`config.mk`:
```
export PLATFORM = sky130hd
export DESIGN_NAME = nexys_starship_shooter
export DESIGN_NICKNAME = d
export VERILOG_FILES = /design/src/rtl/nexys_starship_shooter.sv
export SDC_FILE = /design/constraint.sdc
export NUM_CORES = 1
export LEC_CHECK = 0
export ABC_AREA = 1
export BUFFER_PORTS_ARGS = -buffer_cell sky130_fd_sc_hd__buf_4
export CORE_ASPECT_RATIO = 0.9
export CORE_MARGIN = 1.5
export CORE_UTILIZATION = 50
export CTS_BUF_LIST = sky130_fd_sc_hd__clkbuf_16
export DETAILED_ROUTE_END_ITERATION = 12
export GPL_ROUTABILITY_DRIVEN = 0
export PLACE_DENSITY = 0.85
export SYNTH_ARGS = -nofsm -noshare
export SYNTH_HDL_FRONTEND = slang
export SYNTH_SLANG_ARGS = --single-unit
```
`constraint.sdc`:
```
create_clock -name Clk -period 2 [get_ports Clk]
set_input_delay 0.3 -clock Clk [delete_from_list [all_inputs] [get_ports Clk]]
set_output_delay 0.3 -clock Clk [all_outputs]
set_load 0.005 [all_outputs]
```
`src/rtl/nexys_starship_shooter.sv`:
```
// nexys_starship_shooter
// Shooter controller for the Nexys starship game. The player aims in one of
// four directions and fires; after FLIGHT_TICKS game ticks the shot arrives
// and destroys the monster in the target direction if one is present at that
// moment. A cooldown of COOL_TICKS game ticks follows before the player may
// aim and fire again.
//
// Monster flags pass straight through from monster_sm to monster_ctrl. The
// only change is a one-cycle registered kill mask that clears the flag of a
// monster that has just been hit.
//
// There are no valid/ready handshakes in this block. Every control input is
// a single-cycle pulse that is acted on in the cycle it is high. No pulse is
// queued or stretched, so a button pulse that arrives in a state where it is
// ignored is lost.
//
// The FSM state is visible on the one-hot outputs q_Sh_Init/Aim/Shot/Cool.

module nexys_starship_shooter #(
   parameter int FLIGHT_TICKS = 3,
   parameter int COOL_TICKS   = 2
) (
   input  logic       Clk,
   input  logic       Reset,
   input  logic       timer_tick,
   input  logic       play_flag,
   input  logic       gameover_ctrl,
   input  logic       BtnU,
   input  logic       BtnD,
   input  logic       BtnL,
   input  logic       BtnR,
   input  logic       BtnC,
   input  logic [3:0] monster_sm,
   output logic [3:0] monster_ctrl,
   output logic [1:0] aim_dir,
   output logic       shot_active,
   output logic [7:0] hit_count,
   output logic       q_Sh_Init,
   output logic       q_Sh_Aim,
   output logic       q_Sh_Shot,
   output logic       q_Sh_Cool
);

   // One-hot state encoding. Any other value is illegal and recovers to INIT.
   typedef enum logic [3:0] {
      INIT = 4'b0001,
      AIM  = 4'b0010,
      SHOT = 4'b0100,
      COOL = 4'b1000
   } state_t;

   // Direction codes. They double as bit indices into the monster flag vectors.
   localparam logic [1:0] DIR_TOP    = 2'd3;
   localparam logic [1:0] DIR_BOTTOM = 2'd2;
   localparam logic [1:0] DIR_LEFT   = 2'd1;
   localparam logic [1:0] DIR_RIGHT  = 2'd0;

   // Terminal counts for the 4-bit tick counters (legal range 1-15).
   localparam logic [3:0] FLIGHT_LAST = 4'(FLIGHT_TICKS);
   localparam logic [3:0] COOL_LAST   = 4'(COOL_TICKS);

   state_t      state;
   logic [1:0]  target;
   logic [3:0]  flight_cnt;
   logic [3:0]  cool_cnt;
   logic [3:0]  kill_mask;

   logic [3:0]  flight_next;
   logic [3:0]  cool_next;
   logic        arrival;
   logic        cool_done;
   logic        target_present;
   logic [3:0]  kill_onehot;
   logic        dir_valid;
   logic [1:0]  dir_next;
   logic [7:0]  hit_next;

   // Decode the aim buttons. Simultaneous presses resolve U > D > L > R.
   always_comb begin
      dir_valid = 1'b1;
      dir_next  = aim_dir;
      if (BtnU) begin
         dir_next = DIR_TOP;
      end else if (BtnD) begin
         dir_next = DIR_BOTTOM;
      end else if (BtnL) begin
         dir_next = DIR_LEFT;
      end else if (BtnR) begin
         dir_next = DIR_RIGHT;
      end else begin
         dir_valid = 1'b0;
      end
   end

   // Work out when the shot lands, whether it hits, and when cooldown ends.
   always_comb begin
      flight_next    = flight_cnt + 4'd1;
      cool_next      = cool_cnt + 4'd1;
      arrival        = (state == SHOT) && timer_tick && (flight_next == FLIGHT_LAST);
      cool_done      = (state == COOL) && timer_tick && (cool_next == COOL_LAST);
      target_present = monster_sm[target];
      kill_onehot    = 4'b0001 << target;
      hit_next       = (hit_count == 8'hFF) ? hit_count : hit_count + 8'd1;
   end

   // Main controller: state, aim, target, counters, kill mask and hit count.
   always_ff @(posedge Clk or negedge Reset) begin
      if (!Reset) begin
         state      <= INIT;
         aim_dir    <= DIR_TOP;
         target     <= DIR_TOP;
         hit_count  <= 8'd0;
         kill_mask  <= 4'd0;
         flight_cnt <= 4'd0;
         cool_cnt   <= 4'd0;
      end else begin
         // The kill mask lasts for exactly one cycle after a hitting arrival.
         kill_mask <= 4'd0;
         if (gameover_ctrl) begin
            // Game over overrides everything else. A shot still in flight
            // is dropped without scoring.
            state <= INIT;
         end else begin
            case (state)
               INIT: begin
                  if (play_flag) begin
                     state <= AIM;
                  end
               end
               AIM: begin
                  if (BtnC) begin
                     // Fire takes precedence. Any direction pulse in the
                     // same cycle is dropped, so the shot uses the current aim.
                     state      <= SHOT;
                     target     <= aim_dir;
                     flight_cnt <= 4'd0;
                  end else if (dir_valid) begin
                     aim_dir <= dir_next;
                  end
               end
               SHOT: begin
                  if (timer_tick) begin
                     flight_cnt <= flight_next;
                  end
                  if (arrival) begin
                     // Only the monster flag sampled on the arrival cycle matters.
                     if (target_present) begin
                        kill_mask <= kill_onehot;
                        hit_count <= hit_next;
                     end
                     state    <= COOL;
                     cool_cnt <= 4'd0;
                  end
               end
               COOL: begin
                  if (timer_tick) begin
                     cool_cnt <= cool_next;
                  end
                  if (cool_done) begin
                     state <= AIM;
                  end
               end
               default: begin
                  state <= INIT;
               end
            endcase
         end
      end
   end

   // Monster flags are echoed back combinationally. The only masking applied
   // is the one-cycle kill.
   assign monster_ctrl = monster_sm & ~kill_mask;

   assign q_Sh_Init   = (state == INIT);
   assign q_Sh_Aim    = (state == AIM);
   assign q_Sh_Shot   = (state == SHOT);
   assign q_Sh_Cool   = (state == COOL);
   assign shot_active = q_Sh_Shot;

endmodule

```
==> metrics.txt <==
# TYPE chip_impl_metric gauge
chip_impl_info{name="outcome",value="completed"} 1
chip_impl_metric{name="synthDistinctLibCells",unit=""} 31
chip_impl_metric{name="number_of_buffers_inserted_by_port_buffering",unit=""} 32
chip_impl_metric{name="number_of_hold_buffers_added_after_cts",unit=""} 1
chip_impl_metric{name="ant_nets",unit=""} 0
chip_impl_metric{name="detail_route.drc_violations",unit=""} 0
chip_impl_metric{name="synth-compound-area-share",unit=""} 0.104
chip_impl_metric{name="detailed_routing_iteration_count_for_the_pre_antenna_repair_pass",unit=""} 4
chip_impl_info{name="hold_path.class",value="in2reg"} 1
chip_impl_metric{name="static_leak",unit="nW"} 1.01
chip_impl_metric{name="ios",unit=""} 33
chip_impl_metric{name="power-per-cell-area",unit="nW/µm²"} 903
chip_impl_metric{name="grt_pass1_vias",unit=""} 1348
chip_impl_metric{name="grt_pass1_wl",unit="µm"} 5690
chip_impl_metric{name="tightestPinTransition",unit="ns"} 0.343
chip_impl_metric{name="die_h",unit="µm"} 57.6
chip_impl_metric{name="report.final.slew_viol_count",unit=""} 0
chip_impl_metric{name="setup_tns",unit="ns"} 0
chip_impl_metric{name="via_per_inst",unit=""} 5.06
chip_impl_metric{name="synth-seq-area-share",unit=""} 0.426
chip_impl_metric{name="syn-mean-instance-area",unit="µm²"} 7.90
chip_impl_metric{name="synth_xor_area_frac",unit=""} 0.0264
chip_impl_metric{name="utilization_after_layout",unit=""} 0.656
chip_impl_metric{name="max_cap_viol_count",unit=""} 0
chip_impl_metric{name="placeableCoreArea",unit="µm²"} 3110
chip_impl_metric{name="syn_area",unit="µm²"} 1660
chip_impl_metric{name="fp.dieArea",unit="µm²"} 3670
chip_impl_metric{name="synthesis_to_finish_area_growth",unit="%"} 23.2
chip_impl_metric{name="ys.warnings.count",unit=""} 0
chip_impl_info{name="ys_top_cells_by_area",value="sky130_fd_sc_hd__dfrtp_1 35%, sky130_fd_sc_hd__nand2_1 9.0%, sky130_fd_sc_hd__inv_1 8.6%, sky130_fd_sc_hd__dfstp_2 7.9%, sky130_fd_sc_hd__nand3_1 5.7%"} 1
chip_impl_metric{name="routed_wl",unit="µm"} 3230
chip_impl_metric{name="final_design_area_no_fill",unit="µm²"} 2040
chip_impl_metric{name="num-nets-final",unit=""} 264
chip_impl_metric{name="finalNonFillerCells",unit=""} 286
chip_impl_info{name="critPathKind",value="reg2reg"} 1
chip_impl_info{name="layout.cells.most_common",value="sky130_fd_sc_hd__nand2_1"} 1
chip_impl_info{name="worstSetupEndpointType",value="flop"} 1
chip_impl_info{name="setup_crit_start_kind",value="flop"} 1
chip_impl_metric{name="ant_diodes",unit=""} 0
chip_impl_info{name="synth_largest_area_cell",value="sky130_fd_sc_hd__dfrtp_1"} 1
chip_impl_metric{name="grt_max_degree",unit=""} 29
chip_impl_metric{name="post_cts_resize_count",unit=""} 0
chip_impl_metric{name="global_route.overflow_total",unit=""} 0
chip_impl_metric{name="hold_viol",unit=""} 0
chip_impl_metric{name="clock_latency_late_sink",unit="ns"} 0.26
chip_impl_metric{name="vdd_drop_max",unit="µV"} 562
chip_impl_metric{name="fraction_of_synthesized_cell_area_taken_by_the_top_area_cell_type",unit=""} 0.347
chip_impl_metric{name="post_synth_and_or_nand_nor_area_fraction",unit=""} 0.296
chip_impl_metric{name="fin_worst_hold_slack",unit="ns"} 0.272
chip_impl_metric{name="post_route_cells_drive_above_1_share",unit=""} 0.266
chip_impl_metric{name="setup_viol_count_final",unit=""} 0
chip_impl_info{name="most-common-layout-cells",value="40 x sky130_fd_sc_hd__nand2_1, 38 x sky130_fd_sc_hd__inv_1, 32 x sky130_fd_sc_hd__buf_4, 23 x sky130_fd_sc_hd__dfrtp_1, 19 x sky130_fd_sc_hd__nand3_1"} 1
chip_impl_metric{name="ctsHtreeMaxLevel",unit=""} 1
chip_impl_metric{name="post_dp_cell_area",unit="µm²"} 1930
chip_impl_metric{name="postLayoutSetupSlackWorst",unit="ns"} 0.335
chip_impl_metric{name="grt_antenna_before_repair",unit=""} 0
chip_impl_metric{name="dp_hpwl",unit="µm"} 2400
chip_impl_info{name="rsz0062_at_grt",value="false"} 1
chip_impl_metric{name="die_span_x",unit="µm"} 63.7
chip_impl_metric{name="post-cts-setup-buffers",unit=""} 0
chip_impl_metric{name="drt_iter0_markers",unit=""} 90
chip_impl_metric{name="cts_inserted_buffers",unit=""} 3
chip_impl_metric{name="cells_after_synthesis",unit=""} 210
chip_impl_metric{name="placed_cells",unit=""} 281
chip_impl_metric{name="wl_per_cell",unit="µm"} 11.3
chip_impl_metric{name="start_util",unit=""} 0.533
chip_impl_metric{name="fillerInstances",unit=""} 260
chip_impl_metric{name="cts.path.max_buffers",unit=""} 2
chip_impl_metric{name="core.rowCount",unit=""} 19
chip_impl_metric{name="timing.max_slew.rel_slack",unit=""} 0.771
chip_impl_metric{name="worst_clock_skew",unit="ns"} 0.00224
chip_impl_metric{name="ys_ff_latch",unit=""} 28
chip_impl_metric{name="final_period_minus_worst_setup_slack",unit="ns"} 1.66
chip_impl_metric{name="cts.clk_slew.worst_paths",unit="ns"} 0.07
chip_impl_metric{name="synth_fa_ha_area_frac",unit=""} 0.0377
chip_impl_info{name="main_combinational_cell_family_by_area_after_synthesis",value="simple AND/OR/NAND/NOR gates"} 1
chip_impl_metric{name="final_min_period_over_clock_period",unit=""} 0.832
chip_impl_metric{name="required",unit="ns"} 2.15
chip_impl_metric{name="post-place-ws",unit="ns"} 0.350
chip_impl_metric{name="timing.fmax",unit="MHz"} 601
chip_impl_info{name="cts_tree",value="built"} 1
chip_impl_metric{name="syn-num-nets",unit=""} 229
chip_impl_metric{name="track_usage",unit=""} 0.197
chip_impl_metric{name="yosys-mux-area-fraction",unit=""} 0
chip_impl_metric{name="num_vias",unit=""} 1448
chip_impl_metric{name="total_power",unit="mW"} 1.85
chip_impl_metric{name="worst_ep_arrival_time",unit="ns"} 1.82
chip_impl_metric{name="crit_fanout",unit=""} 15
chip_impl_metric{name="num_clock_sinks",unit=""} 28
chip_impl_info{name="root_buffer",value="sky130_fd_sc_hd__clkbuf_16"} 1
layout make-up:
class	instances	area, µm²	share of cell area
multi-input combinational	138	769	0.376
sequential	28	707	0.346
timing repair buffer	33	250	0.122
inverter	41	160	0.0783
clock buffer	3	75.1	0.0367
tap	42	52.6	0.0257
clock inverter	1	30.0	0.0147
metal layers:
metal,vias up,wire length (µm),GRT usage
li1,735,-,-
met3,9,183,0.0311
met5,-,0,0
met4,0,59,0.0714
met2,48,1500,0.331
met1,656,1480,0.260
cell usage after synthesis:
cell	n
sky130_fd_sc_hd__buf_4	1
sky130_fd_sc_hd__xor2_1	3
sky130_fd_sc_hd__nand4_1	5
sky130_fd_sc_hd__a21oi_1	5
sky130_fd_sc_hd__ha_1	5
sky130_fd_sc_hd__nand3b_1	1
sky130_fd_sc_hd__o22ai_1	2
sky130_fd_sc_hd__nand2_1	40
sky130_fd_sc_hd__clkinv_2	1
sky130_fd_sc_hd__dfrtp_1	23
sky130_fd_sc_hd__nand2_2	4
sky130_fd_sc_hd__a21oi_2	1
sky130_fd_sc_hd__xnor2_1	2
sky130_fd_sc_hd__o21ai_2	7
sky130_fd_sc_hd__dfstp_2	5
sky130_fd_sc_hd__nor3_1	5
sky130_fd_sc_hd__nand3_4	2
sky130_fd_sc_hd__o31ai_1	1
sky130_fd_sc_hd__nor2_1	17
sky130_fd_sc_hd__clkbuf_1	1
sky130_fd_sc_hd__o211ai_1	1
sky130_fd_sc_hd__inv_1	38
sky130_fd_sc_hd__nor2_2	2
sky130_fd_sc_hd__inv_2	1
sky130_fd_sc_hd__nand3_1	19
sky130_fd_sc_hd__clkinv_4	1
sky130_fd_sc_hd__buf_6	1
sky130_fd_sc_hd__o21ai_0	10
sky130_fd_sc_hd__nand3_2	2
sky130_fd_sc_hd__and2_1	1
sky130_fd_sc_hd__or2_2	3
logic make-up (layout without fill, tap and decap cells):
| family | Yosys count | count (layout) |
|---|---|---|
| AND/OR/NAND/NOR | 101 | 101 |
| XOR/XNOR | 5 | 5 |
| flip-flops | 28 | 28 |
| buffers and inverters | 44 | 78 |
| adder cells (fa/ha/maj) | 5 | 5 |
| AO/OA/AOI/OAI | 27 | 27 |
sequential cells by signal, indices dropped and copies added (netlist names):
register,cells
hit_count,8
cool_cnt,4
flight_cnt,4
kill_mask,4
state,4
aim_dir,2
target,2
worst paths after layout:
check / start / end / slack, ns / cells past startpoint
min in group asynchronous: Reset / flight_cnt[2] / 0.48 / 2
max in group asynchronous: Reset / state[0] / 1.21 / 2
worst max-delay path: hit_count[0] / hit_count[6] / 0.34 / 9
worst max register to register: hit_count[0] / hit_count[6] / 0.34 / 9
worst min register to register: aim_dir[0] / aim_dir[0] / 0.50 / 2
worst min-delay path: gameover_ctrl / kill_mask[0] / 0.27 / 2
power breakdown:
part / internal, mW / switching, mW / total (mW)
Sequential: 0.703 / 0.0986 / 0.801
Combinational: 0.186 / 0.263 / 0.449
Clock: 0.399 / 0.196 / 0.595
worst max-delay path, cell delays in order, from the launching register on:
cell and delay (ns):
sky130_fd_sc_hd__dfrtp_1 0.42, sky130_fd_sc_hd__ha_1 0.24, sky130_fd_sc_hd__nand2_1 0.09, sky130_fd_sc_hd__inv_1 0.05, sky130_fd_sc_hd__nand3_2 0.07, sky130_fd_sc_hd__nor2_1 0.05
sky130_fd_sc_hd__nor2_1 0.21, sky130_fd_sc_hd__nand3_4 0.23, sky130_fd_sc_hd__nand2_1 0.14, sky130_fd_sc_hd__o21ai_2 0.06
(Power assumes the default switching activity.)
